===== src/rtl/timer_bank.sv =====
// timer_bank: a bank of independent programmable interval timers.
// Each channel counts enabled cycles up to a run-time loadable limit and
// emits a one-cycle terminal pulse. A channel either auto-reloads
// (periodic) or stops after one terminal event (one-shot) until restarted.
module timer_bank #(
  parameter int unsigned WIDTH         = 8,
  parameter int unsigned CHANNELS      = 4,
  parameter int unsigned DEFAULT_LIMIT = 10,
  localparam int unsigned CH_W         = (CHANNELS > 1) ? $clog2(CHANNELS) : 1
) (
  input  logic                         clk,
  input  logic                         rst_n_i,
  input  logic [CHANNELS-1:0]          en_i,
  input  logic [CHANNELS-1:0]          start_i,
  input  logic [CHANNELS-1:0]          clear_i,
  input  logic                         load_en_i,
  input  logic [CH_W-1:0]              load_ch_i,
  input  logic [WIDTH-1:0]             load_limit_i,
  input  logic                         load_mode_i,
  output logic [CHANNELS-1:0]          count_ended_o,
  output logic [CHANNELS-1:0]          busy_o,
  output logic                         any_ended_o,
  output logic [CHANNELS*WIDTH-1:0]    result_o
);

  localparam logic [1:0] ST_RUN  = 2'd0;
  localparam logic [1:0] ST_IDLE = 2'd1;
  localparam logic [1:0] ST_DONE = 2'd2;

  logic [CHANNELS-1:0] ended_d;
  logic [CHANNELS-1:0] ended_q;
  logic                any_q;
  logic [CHANNELS-1:0] run_q;

  for (genvar n = 0; n < CHANNELS; n++) begin : g_ch
    logic [WIDTH-1:0] cnt_q;
    logic [WIDTH-1:0] cnt_d;
    logic [WIDTH-1:0] lim_q;
    logic [WIDTH-1:0] lim_d;
    logic [WIDTH-1:0] res_q;
    logic             mode_q;
    logic             mode_d;
    logic [1:0]       st_q;
    logic [1:0]       st_d;
    logic             end_d;
    logic             load_hit;

    // Out-of-range channel numbers never match any channel, so they are dropped.
    assign load_hit = load_en_i && (load_ch_i == CH_W'(n));

    // Next-state for this channel: load beats clear, clear beats start, start beats counting.
    always_comb begin
      cnt_d  = cnt_q;
      lim_d  = lim_q;
      mode_d = mode_q;
      st_d   = st_q;
      end_d  = 1'b0;
      if (load_hit) begin
        lim_d  = load_limit_i;
        mode_d = load_mode_i;
        if (load_mode_i) begin
          st_d  = ST_IDLE;
          cnt_d = '0;
        end else begin
          st_d  = ST_RUN;
        end
      end else if (clear_i[n]) begin
        cnt_d = '0;
      end else if (start_i[n] && (st_q != ST_RUN)) begin
        st_d  = ST_RUN;
        cnt_d = '0;
      end else if ((st_q == ST_RUN) && en_i[n]) begin
        // >= so that a limit lowered below the current count still terminates.
        if (cnt_q >= lim_q) begin
          cnt_d = '0;
          end_d = 1'b1;
          if (mode_q) begin
            st_d = ST_DONE;
          end
        end else begin
          cnt_d = cnt_q + 1'b1;
        end
      end
    end

    // Channel registers; result is a one-cycle-delayed copy of the count.
    always_ff @(posedge clk or negedge rst_n_i) begin
      if (!rst_n_i) begin
        cnt_q  <= '0;
        lim_q  <= WIDTH'(DEFAULT_LIMIT);
        mode_q <= 1'b0;
        st_q   <= ST_RUN;
        res_q  <= '0;
      end else begin
        cnt_q  <= cnt_d;
        lim_q  <= lim_d;
        mode_q <= mode_d;
        st_q   <= st_d;
        res_q  <= cnt_q;
      end
    end

    assign ended_d[n]                 = end_d;
    assign run_q[n]                   = (st_q == ST_RUN);
    assign result_o[n*WIDTH +: WIDTH] = res_q;
  end

  // Terminal pulses and their OR are registered together so they line up.
  always_ff @(posedge clk or negedge rst_n_i) begin
    if (!rst_n_i) begin
      ended_q <= '0;
      any_q   <= 1'b0;
    end else begin
      ended_q <= ended_d;
      any_q   <= |ended_d;
    end
  end

  // Channels sit in RUN during reset, so busy is masked to keep every output low while reset is held.
  assign busy_o        = run_q & {CHANNELS{rst_n_i}};
  assign count_ended_o = ended_q;
  assign any_ended_o   = any_q;

endmodule


===== config.mk =====
export PLATFORM = sky130hd
export DESIGN_NAME = timer_bank
export DESIGN_NICKNAME = d
export VERILOG_FILES = /design/src/rtl/timer_bank.sv
export SDC_FILE = /design/constraint.sdc
export NUM_CORES = 1
export LEC_CHECK = 0
export CAP_MARGIN = 40
export CORE_AREA = 3 3 113 115
export CTS_BUF_LIST = sky130_fd_sc_hd__clkbuf_8
export DETAILED_ROUTE_END_ITERATION = 12
export DIE_AREA = 0 0 116 118
export DONT_BUFFER_PORTS = 1
export GPL_TIMING_DRIVEN = 0
export MAX_ROUTING_LAYER = met4
export PLACE_DENSITY_LB_ADDON = 0.12
export SYNTH_ARGS = -nofsm -noshare
export SYNTH_HDL_FRONTEND = slang
export SYNTH_SLANG_ARGS = --single-unit

===== constraint.sdc =====
create_clock -name clk -period 4.7 [get_ports clk]
set_input_delay 0.705 -clock clk [delete_from_list [all_inputs] [get_ports clk]]
set_output_delay 0.705 -clock clk [all_outputs]
set_load 0.005 [all_outputs]

==> results by group <==
Placed design
  • DP Wirelength: roughly 8000 µm
  • Placed cell area: 5503 µm²
  • IO Port Bufs: 0
  • Placed cell count: roughly 660
  • Post-Place Worst Slack: 2.247 ns
  • Gpl congestion: about 0.8

Logic synthesis
  • Most frequent cells after synthesis: dfrtp_1, nand2_1, o21ai_0, inv_1, ha_1
  • Syn_area_per_cell: roughly 10 µm²
  • Ys Warns: 0
  • Simple-gate share of the synthesized area: approximately 17%
  • Largest family of logic cells by synthesized area: simple AND/OR/NAND/NOR gates
  • Multiplexer area fraction after synthesis: less than 1%
  • Async set-reset flop share out of synthesis: 100.0%
  • Synthesized area: about 5300 µm²
  • Post-synthesis xor/xnor area fraction: less than 1%
  • Post-synthesis sequential area ratio: a little over half
  • Top-area cell type share of the netlist area: between 40% and 50%
  • Top cells by area, synth: dfrtp_1, ha_1, nand2_1
  • Yosys reg bits: 113
  • Mapped Cells: about 510
  • Distinct cells, synth: 51
  • Syn Nets: 570
  • Most common cell in the synthesized netlist: dfrtp_1
  • Post-synth EDFFs: 0
  • Synth Flop Type: dfrtp_1
  • Fraction of the mapped netlist area in adder cells: 8.469%
  • Compound-cell area share of the yosys netlist: 16.18%
  • Area leader, netlist: dfrtp_1

Final layout
  • Area grow syn2layout: 12.23%
  • Register area: ~2800 µm²
  • Non-filler instance count after layout: 688
  • Multi-input logic area: about 2300 µm²
  • Filler cell count: approximately 1.1k
  • Share of post-route cells with drive strength above 1: between 10% and 20%
  • Final #Nets: 590
  • Layout Utilization: 50.12%
  • ANT cells: 0
  • Design area: 5969 µm²

Global routing
  • First-pass GRT wire length: roughly 20000 µm
  • Vias in the first global route: 3801
  • Overflow after GRT: 0
  • Gr usage total: about a fifth
  • Largest net degree at the start of global routing: around 110
  • Initial antenna violation count: 0

Setup path
  • CP Max Fanout: 6
  • CP startpoint: g_ch[3].cnt_q[0]
  • R2r startpoint: g_ch[3].cnt_q[0]
  • CP cell instances: inv_1, ha_1, nand2b_1, a2111oi_0, o31ai_1, and3_1, or4b_1
  • Critical Path AT: about 2.8 ns
  • Crit path max-delay cell type: or4b_1
  • Startpoint Class: flip-flop
  • Critical Path End Type: flip-flop
  • Crit path required time: between 5 and 6 ns
  • CP max stage delay: 0.51 ns
  • Worst setup path category: flip-flop to flip-flop

Clock network
  • Root Buffer: clkbuf_8
  • Clock Sinks: ~110
  • Clk buf depth: 2
  • Num CTS Buffers: 17
  • Post-CTS Setup Repair Bufs: 0
  • Later-pin clock latency in the skew report: about 0.44 ns
  • CTS tree: built
  • H-tree level count: 4
  • Reg clk slew, reported paths: 0.07 ns

Routing
  • Routed length on met2: approximately 5200 µm
  • DRC Markers: 0
  • Detailed Route Iter0 Violations: 172
  • Vias per cell: 5.467
  • Post-route ant nets: 0
  • Drt wl/cell: 16.75 µm
  • Drt pass-1 iters: 6
  • Vias: about 3.8k
  • Drt total wl: approximately 12000 µm
  • WL met1: 5494 µm
  • Met3 wire len: roughly 670 µm
  • Max layer used: met4

Floorplan
  • IO Pins: 67
  • DIE AREA: ~14000 µm²
  • Die H: about 120 µm
  • Chip Width: between 100 and 150 µm
  • Initial Utilization: between 40% and 50%
  • Core Rows: 40
  • Core ar.: about 12000 µm²

Min path
  • Class of the worst hold path: input port to async pin

Timing
  • Slew Viols, Final: 0
  • RSZ-0062 raised after global routing: no
  • Setup slack after layout: 2.199 ns
  • F_max: 399.8 MHz
  • Worst slew pin tran: about 0.74 ns
  • Slew HR: 50.41%
  • Setup TNS: 0 ns
  • Tcrit/Tclk final: 53.21%
  • Final setup violation count: 0
  • Post-Route Skew: roughly 0.014 ns
  • Final hold viol count: 0
  • Final Critical Period: roughly 2.5 ns

Pwr
  • Leakage: 2.902 nW
  • Max VDD drop: about 0.14 mV
  • Pwr Density: 410.7 nW/µm²

Job
  • Max-Cap Viols: 0

Status
  • Status: finished, final reports clean
[stage by stage]
| step | power, mW | hold slack [ns] |
|---|---|---|
| 4_1_cts | 2.486 | 0.07818 |
| 3_3_place_gp | 1.430 | 0.4132 |
| 3_5_place_dp | 1.441 | 0.4133 |
| 2_1_floorplan | 1.368 | 0.3925 |
| 6_report | 2.452 | 0.1108 |
| 5_1_grt | 2.604 | 0.05962 |
[path summary, 6_finish.rpt]
| kind | end | slack, ns | cells past startpoint |
|---|---|---|---|
| setup / recovery | any_ended_o | 2.20 | 7 |
| hold / removal | g_ch[0].lim_q[3] | 0.11 | 0 |
| setup reg to reg | any_ended_o | 2.20 | 7 |
| hold reg to reg | g_ch[1].res_q[0] | 0.44 | 0 |
| max in group asynchronous | g_ch[2].st_q[1] | 4.09 | 1 |
| min in group clk | g_ch[0].lim_q[3] | 0.38 | 2 |
[per-layer routing]
metal | track usage, % | vias up
li1 | - | 1834
met1 | 25.92 | 1835
met2 | 26.55 | 78
met3 | 7.044 | 14
met4 | 5.874 | 0
met5 | - | -
[flip-flops by register name, indices dropped and copies added, names as in the netlist]
name           flops
g_ch.cnt_q        32
g_ch.lim_q        32
count_ended_o      4
g_ch.st_q          8
any_ended_o        1
g_ch.mode_q        4
g_ch.res_q        32
[report_power, final]
group | switching [mW] | total (mW) | internal (mW)
clock network | 0.396 | 1.01 | 0.613
logic | 0.186 | 0.315 | 0.130
registers | 0.0556 | 1.13 | 1.07
total | 0.638 | 2.45 | 1.81
[area by class of cell]
cell class | count | area share (%)
well taps | 147 | 3.081
clock inverters | 12 | 2.746
inverters | 44 | 2.767
flip-flops and latches | 113 | 47.54
multi-input cells | 342 | 38.11
plain buffers | 9 | 0.6917
repair buffers | 1 | 0.4611
clock buffers | 20 | 4.611
[timing repair]
item	in CTS	in global routing
hold endpoints to repair	105	0
gates resized for setup	0	0
hold buffers	1	0
[cells in the final DEF, fill, tap and decap left out, types with 2 or more instances in the layout]
cell        Yosys  final
dfrtp_1       105    105
nand2_1        65     65
inv_1          44     45
o21ai_0        45     45
ha_1           36     36
clkbuf_8        0     20
nor2_1         15     15
nor3_1         15     15
a22o_1         15     15
a21oi_1        13     13
o31ai_1        13     13
nor2b_1        13     13
and3_1         13     13
nand3_1        12     12
o21a_1         11     11
clkbuf_1        8      8
o21ai_1         8      8
dfstp_2         8      8
nand2b_1        7      7
nor3b_1         6      6
and2_1          5      5
clkinv_2        0      5
xnor2_1         4      4
mux2_2          4      4
bufinv_16       0      4
or3_1           3      3
nand4_1         3      3
o2bb2ai_1       3      3
and3b_1         2      2
a21oi_2         2      2
a21o_1          2      2
o31ai_2         2      2
a2111oi_0       2      2
nor3_2          2      2
nand3b_1        2      2
a41oi_1         2      2
clkinvlp_4      0      2
[critical path: cells and delay by family, from the launching register on]
| kind | cells | cell delay, ns |
|---|---|---|
| DFF | 1 | 0.44 |
| and+or+nand+nor | 3 | 0.93 |
| buffers and inverters | 1 | 0.07 |
| adders and majority gates | 1 | 0.28 |
| AOI/OAI and AO/OA | 2 | 0.67 |
[cell families after synthesis]
family                     after synthesis
muxes                                    4
buffers and inverters                   53
AOI/OAI and AO/OA                      127
and+or+nand+nor                        171
xor gates and xnor gates                 4
DFF                                    113
adders and majority gates               36
Power figures use the tool's default switching activity.
